===== config.mk =====
export PLATFORM = sky130hd
export DESIGN_NAME = aixh_mxc_left_dwd_issuer_flat
export DESIGN_NICKNAME = d
export VERILOG_FILES = /design/src/rtl/aixh_mxc_left_dwd_issuer_pkg.sv /design/src/rtl/aixh_mxc_left_dwd_issuer_if.sv /design/src/rtl/aixh_mxc_left_dwd_issuer_sat_counter.sv /design/src/rtl/aixh_mxc_left_dwd_issuer.sv /design/src/flat_wrapper.sv
export SDC_FILE = /design/constraint.sdc
export NUM_CORES = 1
export LEC_CHECK = 0
export CELL_PAD_IN_SITES_DETAIL_PLACEMENT = 0
export CELL_PAD_IN_SITES_GLOBAL_PLACEMENT = 1
export CORE_AREA = 2 2 211 213
export CTS_CLUSTER_SIZE = 30
export DETAILED_ROUTE_END_ITERATION = 7
export DIE_AREA = 0 0 213 215
export GPL_TIMING_DRIVEN = 0
export PLACE_DENSITY_LB_ADDON = 0.1
export REMOVE_ABC_BUFFERS = 1
export SLEW_MARGIN = 25
export SYNTH_ARGS = -nofsm -noshare
export SYNTH_HDL_FRONTEND = slang
export SYNTH_SLANG_ARGS = --single-unit

===== constraint.sdc =====
create_clock -name aixh_core_clk2x -period 15.5 [get_ports aixh_core_clk2x]
set_clock_uncertainty 0.05 [all_clocks]
set_input_delay 2.325 -clock aixh_core_clk2x [delete_from_list [all_inputs] [get_ports aixh_core_clk2x]]
set_output_delay 2.325 -clock aixh_core_clk2x [all_outputs]
set_load 0.01 [all_outputs]

===== src/rtl/aixh_mxc_left_dwd_issuer_pkg.sv =====
// Shared MxConv types for the left-side dwd issuer: FSM state, dwd command layout
// and the LP-cell bus width tie-ins.
package AIXH_MXC_pkg;

  localparam int LPCELL_DWD_OPW    = 4;
  localparam int LPCELL_DWD_DWIDTH = 256;

  typedef enum logic [1:0] {
    IDLE  = 2'd0,
    ISSUE = 2'd1,
    GAP   = 2'd2
  } mxc_state_e;

  typedef struct packed {
    logic [LPCELL_DWD_OPW-1:0] op;
    logic                      first;
    logic                      last;
  } dwd_cmd_t;

  localparam int LPCELL_DWD_CWIDTH = $bits(dwd_cmd_t);

  function automatic dwd_cmd_t dwd_cmd_pack(input logic [LPCELL_DWD_OPW-1:0] op,
                                            input logic first,
                                            input logic last);
    dwd_cmd_t c;
    c.op    = op;
    c.first = first;
    c.last  = last;
    return c;
  endfunction

endpackage


===== src/rtl/aixh_mxc_left_dwd_issuer_if.sv =====
// Descriptor, source-stream and dwd-bus signals of the left dwd issuer.
// master = traffic source / bus observer, slave = the issuer.
interface aixh_mxc_left_dwd_issuer_if #(
  parameter int OPW    = 4,
  parameter int DWIDTH = 256,
  parameter int LENW   = 12
);
  logic              i_desc_vld;
  logic              o_desc_rdy;
  logic [OPW-1:0]    i_desc_op;
  logic [LENW-1:0]   i_desc_len;
  logic              i_src_vld;
  logic              o_src_rdy;
  logic [DWIDTH-1:0] i_src_dat;
  logic [OPW+1:0]    o_dwd_cmd;
  logic              o_dwd_vld;
  logic [DWIDTH-1:0] o_dwd_dat;

  modport master (
    output i_desc_vld, i_desc_op, i_desc_len, i_src_vld, i_src_dat,
    input  o_desc_rdy, o_src_rdy, o_dwd_cmd, o_dwd_vld, o_dwd_dat
  );

  modport slave (
    input  i_desc_vld, i_desc_op, i_desc_len, i_src_vld, i_src_dat,
    output o_desc_rdy, o_src_rdy, o_dwd_cmd, o_dwd_vld, o_dwd_dat
  );
endinterface


===== src/rtl/aixh_mxc_left_dwd_issuer_sat_counter.sv =====
// Saturating up-counter with synchronous clear (clear wins over increment).
module aixh_mxc_sat_counter #(
  parameter int W = 32
) (
  input  logic         clk_i,
  input  logic         rst_i,
  input  logic         inc_i,
  input  logic         clr_i,
  output logic [W-1:0] cnt_o
);
  logic [W-1:0] cnt_q;
  logic [W-1:0] cnt_d;

  // Next count: clear, saturating increment, or hold.
  always_comb begin
    cnt_d = cnt_q;
    if (clr_i) begin
      cnt_d = '0;
    end else if (inc_i && (cnt_q != {W{1'b1}})) begin
      cnt_d = cnt_q + W'(1);
    end else begin
      cnt_d = cnt_q;
    end
  end

  // Count register.
  always_ff @(posedge clk_i or posedge rst_i) begin
    if (rst_i) begin
      cnt_q <= '0;
    end else begin
      cnt_q <= cnt_d;
    end
  end

  assign cnt_o = cnt_q;
endmodule


===== src/rtl/aixh_mxc_left_dwd_issuer.sv =====
// Head-of-chain issuer for the MxConv left dwd repeater bus: turns descriptors plus a
// source stream into registered, first/last-tagged dwd beats with a post-transfer idle gap.
// Optional perf counters under `AIXH_MXC_LEFT_ISSUER_PERF_EN.
module aixh_mxc_left_dwd_issuer
  import AIXH_MXC_pkg::*;
#(
  parameter int OPW     = LPCELL_DWD_OPW,
  parameter int DWIDTH  = LPCELL_DWD_DWIDTH,
  parameter int LENW    = 12,
  parameter int MIN_GAP = 2
) (
  input  logic                        aixh_core_clk2x,
  input  logic                        aixh_core_rst2x,
  aixh_mxc_left_dwd_issuer_if.slave   bus,
  input  logic                        i_abort,
  output logic                        o_busy
`ifdef AIXH_MXC_LEFT_ISSUER_PERF_EN
  ,
  input  logic                        i_perf_clr,
  output logic [31:0]                 o_perf_stall,
  output logic [31:0]                 o_perf_beats
`endif
);

  localparam int GAPW = (MIN_GAP > 1) ? $clog2(MIN_GAP) : 1;
  localparam logic [GAPW-1:0] GAP_LAST = GAPW'((MIN_GAP > 0) ? MIN_GAP - 1 : 0);

  mxc_state_e        state_q, state_d;
  logic [OPW-1:0]    op_q, op_d;
  logic [LENW-1:0]   rem_q, rem_d;
  logic              first_pend_q, first_pend_d;
  logic              desc_rdy_q, src_rdy_q, busy_q;
  logic              dwd_vld_q, dwd_vld_d;
  logic [OPW+1:0]    dwd_cmd_q, dwd_cmd_d;
  logic [DWIDTH-1:0] dwd_dat_q, dwd_dat_d;

  logic              desc_fire_s, beat_fire_s, last_beat_s;
  logic              gap_clr_s, gap_done_s;
  logic [GAPW-1:0]   gap_cnt_s;

  // Handshakes only use the registered readies, so no input reaches a ready output.
  assign desc_fire_s = bus.i_desc_vld & desc_rdy_q;
  assign beat_fire_s = bus.i_src_vld & src_rdy_q;
  assign last_beat_s = (rem_q == LENW'(1));
  assign gap_done_s  = (state_q == GAP) && (gap_cnt_s == GAP_LAST);
  assign gap_clr_s   = (state_q != GAP) || gap_done_s;

  aixh_mxc_sat_counter #(.W(GAPW)) u_gap_cnt (
    .clk_i (aixh_core_clk2x),
    .rst_i (aixh_core_rst2x),
    .inc_i (state_q == GAP),
    .clr_i (gap_clr_s),
    .cnt_o (gap_cnt_s)
  );

  // Next-state and dwd beat formation.
  always_comb begin
    state_d      = state_q;
    op_d         = op_q;
    rem_d        = rem_q;
    first_pend_d = first_pend_q;
    dwd_vld_d    = 1'b0;
    dwd_cmd_d    = '0;
    dwd_dat_d    = dwd_dat_q;
    case (state_q)
      IDLE: begin
        if (desc_fire_s && (bus.i_desc_len != '0)) begin
          op_d         = bus.i_desc_op;
          rem_d        = bus.i_desc_len;
          first_pend_d = 1'b1;
          state_d      = ISSUE;
        end else begin
          state_d = IDLE;
        end
      end
      ISSUE: begin
        if (beat_fire_s) begin
          dwd_vld_d    = 1'b1;
          dwd_dat_d    = bus.i_src_dat;
          dwd_cmd_d    = {op_q, first_pend_q, last_beat_s};
          first_pend_d = 1'b0;
          rem_d        = last_beat_s ? rem_q : rem_q - LENW'(1);
        end else begin
          rem_d = rem_q;
        end
        // Abort also skips the gap, even when it lands on the last beat.
        if (i_abort) begin
          state_d = IDLE;
        end else if (beat_fire_s && last_beat_s) begin
          state_d = (MIN_GAP > 0) ? GAP : IDLE;
        end else begin
          state_d = ISSUE;
        end
      end
      GAP: begin
        if (gap_done_s) begin
          state_d = IDLE;
        end else begin
          state_d = GAP;
        end
      end
      default: begin
        state_d = IDLE;
      end
    endcase
  end

  // State, transfer context and registered outputs.
  always_ff @(posedge aixh_core_clk2x or posedge aixh_core_rst2x) begin
    if (aixh_core_rst2x) begin
      state_q      <= IDLE;
      op_q         <= '0;
      rem_q        <= '0;
      first_pend_q <= 1'b0;
      desc_rdy_q   <= 1'b0;
      src_rdy_q    <= 1'b0;
      busy_q       <= 1'b0;
      dwd_vld_q    <= 1'b0;
      dwd_cmd_q    <= '0;
      dwd_dat_q    <= '0;
    end else begin
      state_q      <= state_d;
      op_q         <= op_d;
      rem_q        <= rem_d;
      first_pend_q <= first_pend_d;
      desc_rdy_q   <= (state_d == IDLE);
      src_rdy_q    <= (state_d == ISSUE);
      busy_q       <= (state_d != IDLE);
      dwd_vld_q    <= dwd_vld_d;
      dwd_cmd_q    <= dwd_cmd_d;
      dwd_dat_q    <= dwd_dat_d;
    end
  end

  assign bus.o_desc_rdy = desc_rdy_q;
  assign bus.o_src_rdy  = src_rdy_q;
  assign bus.o_dwd_vld  = dwd_vld_q;
  assign bus.o_dwd_cmd  = dwd_cmd_q;
  assign bus.o_dwd_dat  = dwd_dat_q;
  assign o_busy         = busy_q;

`ifdef AIXH_MXC_LEFT_ISSUER_PERF_EN
  aixh_mxc_sat_counter #(.W(32)) u_perf_stall (
    .clk_i (aixh_core_clk2x),
    .rst_i (aixh_core_rst2x),
    .inc_i ((state_q == ISSUE) && !bus.i_src_vld),
    .clr_i (i_perf_clr),
    .cnt_o (o_perf_stall)
  );

  aixh_mxc_sat_counter #(.W(32)) u_perf_beats (
    .clk_i (aixh_core_clk2x),
    .rst_i (aixh_core_rst2x),
    .inc_i (beat_fire_s),
    .clr_i (i_perf_clr),
    .cnt_o (o_perf_beats)
  );
`endif

endmodule


===== src/flat_wrapper.sv =====
// flat-port wrapper written by rule: the top's interface ports become plain ports
module aixh_mxc_left_dwd_issuer_flat import AIXH_MXC_pkg::*;
#(
  parameter int OPW     = LPCELL_DWD_OPW,
  parameter int DWIDTH  = LPCELL_DWD_DWIDTH,
  parameter int LENW    = 12,
  parameter int MIN_GAP = 2
)
  (aixh_core_clk2x, aixh_core_rst2x, i_abort, o_busy, bus_i_desc_vld, bus_i_desc_op, bus_i_desc_len, bus_i_src_vld, bus_i_src_dat, bus_o_desc_rdy, bus_o_src_rdy, bus_o_dwd_cmd, bus_o_dwd_vld, bus_o_dwd_dat);
  aixh_mxc_left_dwd_issuer_if #(.OPW(OPW), .DWIDTH(DWIDTH), .LENW(LENW)) bus_i ();
  input  logic aixh_core_clk2x;
  input  logic aixh_core_rst2x;
  input  logic i_abort;
  output logic o_busy;
  input wire logic [$bits(bus_i.i_desc_vld)-1:0] bus_i_desc_vld;
  input wire logic [$bits(bus_i.i_desc_op)-1:0] bus_i_desc_op;
  input wire logic [$bits(bus_i.i_desc_len)-1:0] bus_i_desc_len;
  input wire logic [$bits(bus_i.i_src_vld)-1:0] bus_i_src_vld;
  input wire logic [$bits(bus_i.i_src_dat)-1:0] bus_i_src_dat;
  output wire logic [$bits(bus_i.o_desc_rdy)-1:0] bus_o_desc_rdy;
  output wire logic [$bits(bus_i.o_src_rdy)-1:0] bus_o_src_rdy;
  output wire logic [$bits(bus_i.o_dwd_cmd)-1:0] bus_o_dwd_cmd;
  output wire logic [$bits(bus_i.o_dwd_vld)-1:0] bus_o_dwd_vld;
  output wire logic [$bits(bus_i.o_dwd_dat)-1:0] bus_o_dwd_dat;
  assign bus_i.i_desc_vld = bus_i_desc_vld;
  assign bus_i.i_desc_op = bus_i_desc_op;
  assign bus_i.i_desc_len = bus_i_desc_len;
  assign bus_i.i_src_vld = bus_i_src_vld;
  assign bus_i.i_src_dat = bus_i_src_dat;
  assign bus_o_desc_rdy = bus_i.o_desc_rdy;
  assign bus_o_src_rdy = bus_i.o_src_rdy;
  assign bus_o_dwd_cmd = bus_i.o_dwd_cmd;
  assign bus_o_dwd_vld = bus_i.o_dwd_vld;
  assign bus_o_dwd_dat = bus_i.o_dwd_dat;
  aixh_mxc_left_dwd_issuer #(.OPW(OPW), .DWIDTH(DWIDTH), .LENW(LENW), .MIN_GAP(MIN_GAP)) u_core (.aixh_core_clk2x(aixh_core_clk2x), .aixh_core_rst2x(aixh_core_rst2x), .bus(bus_i), .i_abort(i_abort), .o_busy(o_busy));
endmodule

==> impl_metrics.ini <==
[power_and_ir_drop]
combPwrFrac_pct = 40.7
powerDensity_nw_per_um2 = 190.6
power_leakage_uw = 0.008827
seq_power_share_pct = 35.3
power.internal_uw = 2349
clockPowerShare_pct = 24.0
netSwitchingFraction_pct = 33.51
ir_drop_v = 0.00007789
net-switching-power_uw = 1184

[cts]
postCtsSetupBuffers = 0
cts_tree = yes
cts_root_buf = clkbuf_16
cts_sinks = 286
clk-insertion-delay-late_ps = 540
clkSlewWorstSetupHoldPaths_ps = 50
cts_buffers = 37
cts_resized = 0
cts_buffer_depth = 3
htreeDepth = 2
cts_hold_buf = 0

[setup_path]
reg2reg_from = u_core.state_q[0]
cp_num_buf_inv = 5
cp.depth = 8
rr_worst_depth = 8
crit_arrival_ps = 4700
critPathMostFrequentCell = buf_16
crit_end = u_core.bus.o_dwd_dat[95]
slowest_stage = clkdlybuf4s50_1
setup.worst_path.start = bus_i_src_vld
r2r_end = u_core.bus.o_dwd_dat[95]
crit_required_ps = 15920
crit_type = input port to flop
cp_slowest_stage_delay_ps = 520
cp_top_family = buffers and inverters
worstPathCellList = clkdlybuf4s50_1 -> nand3_4 -> buf_16 -> buf_16 -> inv_8 -> buf_16 -> nand2_1 -> nand2_1
reg2reg_setup_slack_ps = 12460
cp_max_fo = 115
end_kind = flop
start_kind = input port

[die]
rows = 77
start_util_pct = 25.52
fp.dieArea_sq_um = 45800
coreArea_sq_um = 43640
ios = 543
die_w_microns = 213
dieHeight_microns = 215

[placed_design]
post-dp-hpwl_microns = 29930
gp_congestion = 0.7774
port_buffers = 542

[yosys]
yosysUniqueCellTypes = 47
synth_warnings = 0
synthCells = 1235
async_reset_ff_share_pct = 100.0
syn_area_sq_um = 11140
synth_flop_cell = dfrtp_1
synth.largest_area_cell = dfrtp_1
synth-edff-count = 0
synthTopCellsByArea = dfrtp_1 64%, nand2_1 26%, clkbuf_1 1.7%
yosys.area.top_type_share_pct = 64.26
ys_ff_latch = 286
ys_seq_area_share_pct = 64.26
avgSynthCellArea_sq_um = 9.018

[timing]
max_slew_margin_pct = 54.49
fin_crit_sh_pct = 27.59
timing.fmax_mhz = 233.9
hold_ws_ps = 416.9
min_period_ps = 4276
drv_slew = 0
setup_violations = 0
rsz0062_at_grt = false
hold_viol_final = 0
tightest_slew_ps = 680.6

[route]
drc_errors = 0
drtIter0Drc = 556
wire_per_inst_microns = 17.54
wl_microns = 41780
viasPerCell = 4.185
route.vias.total = 9969
antenna_left = 0
dr.pass1.iters = 5

[global_route]
top_usage_layer = met2
grt_max_degree = 116
track_usage_pct = 18.01
grt_pass1_vias = 9876
met1_usage_pct = 20.79
grt_pass1_wl_microns = 62240
antenna_found_initial = 7
overflow = 0
gr-usage-met3_pct = 5.714
gr-usage-met2_pct = 31.11

[finish]
fillers = 4364
mostFrequentLayoutCell = nand2_1
final_cell_mix = 777 x nand2_1, 542 x clkdlybuf4s50_1, 286 x dfrtp_1
drive_gt1_share_pct = 4.757
syn_to_final_growth_pct = 66.49
final_nets = 2042
final_util_pct = 42.48

[run]
drv_cap = 0

[run_status]
status = completed

[min_path]
hold_path_class = flop to flop
[kinds of logic (layout without fill, tap and decap cells)]
group,count (synthesis),in the layout,share of synthesized area [%]
mux,4,4,0.5393
simple gates,832,832,29.15
other cells,0,3,0
compound gates,41,41,3.292
flops,286,286,64.26
fa+ha+maj,2,2,0.2247
buf+inv,70,622,2.528
[tightest hold or removal path: cells and delay by family, from the launching register on]
family,cells,cell delay [ps]
flip-flops,1,340
AND/OR/NAND/NOR,2,100
[power by group through the flow]
stage	clock network, uW	registers [uW]	logic [uW]
final	847	1250	1440
after detailed placement	0	1260	1470
after global routing	909	1290	1570
after CTS	882	1250	1470
after global placement	0	1250	1510
after floorplan	0	1390	452
[cells in the mapped netlist, types with 2 or more instances]
library cell / count
or4_1: 2
nand3_1: 5
o2bb2ai_1: 5
or4_4: 2
o2bb2a_4: 2
nand2b_1: 2
o211ai_1: 4
clkbuf_1: 50
a32oi_1: 2
nand2_1: 777
a31oi_1: 3
o22ai_1: 5
ha_1: 2
nor3_1: 10
a21oi_1: 3
a22oi_1: 5
nor4_1: 4
inv_1: 5
and2_1: 8
mux2_4: 4
dfrtp_1: 286
buf_1: 4
buf_2: 9
nor2_1: 11
or3_1: 3
[layer usage]
layer,vias up,part of all wire (%)
li1,4882,-
met1,4704,39
met2,311,50
met3,64,8.2
met4,8,2.8
met5,-,0.14
[registers in the layout, summed over array words and instances (netlist names)]
name / cells
u_core.bus.o_src_rdy: 1
u_core.state_q: 2
u_core.o_busy: 1
u_core.u_gap_cnt.cnt_o: 1
u_core.bus.o_dwd_cmd: 6
u_core.rem_q: 12
u_core.bus.o_desc_rdy: 1
u_core.op_q: 4
u_core.bus.o_dwd_dat: 256
u_core.first_pend_q: 1
u_core.bus.o_dwd_vld: 1
[area by class of cell]
| cell class | instances | area [sq um] | share of cell area [%] |
|---|---|---|---|
| antenna | 3 | 7.507 | 0.04049 |
| clock buffer | 53 | 1079 | 5.817 |
| clock inverter | 10 | 106.4 | 0.5736 |
| inverter | 6 | 37.54 | 0.2024 |
| multi-input combinational | 879 | 3716 | 20.04 |
| sequential | 286 | 7157 | 38.60 |
| tap | 592 | 740.7 | 3.995 |
| timing repair buffer | 553 | 5698 | 30.73 |
[stage by stage]
stage	cell area (sq um)	setup slack [ps]	TNS, ps	total power [uW]	cells
after floorplan	10880	2914	0	1847	1171
after global placement	17040	-10230	-2665500	2759	2305
after detailed placement	17350	10670	0	2726	2316
after CTS	18530	11260	0	3602	2379
after global routing	18540	11110	0	3772	2380
final	18540	11220	0	3533	2382
[worst min-delay path by stage]
stage	slack (ps)	end	cells past startpoint	startpoint
2_1_floorplan	390	u_core.first_pend_q	2	u_core.first_pend_q
3_3_place_gp	400	u_core.first_pend_q	2	u_core.first_pend_q
3_5_place_dp	410	u_core.bus.o_dwd_dat[194]	2	u_core.bus.o_dwd_dat[194]
4_1_cts	430	u_core.bus.o_dwd_dat[194]	2	u_core.bus.o_dwd_dat[194]
5_1_grt	440	u_core.bus.o_dwd_dat[135]	2	u_core.bus.o_dwd_dat[135]
6_report	420	u_core.bus.o_dwd_dat[155]	2	u_core.bus.o_dwd_dat[155]
Power figures use the tool's default switching activity.
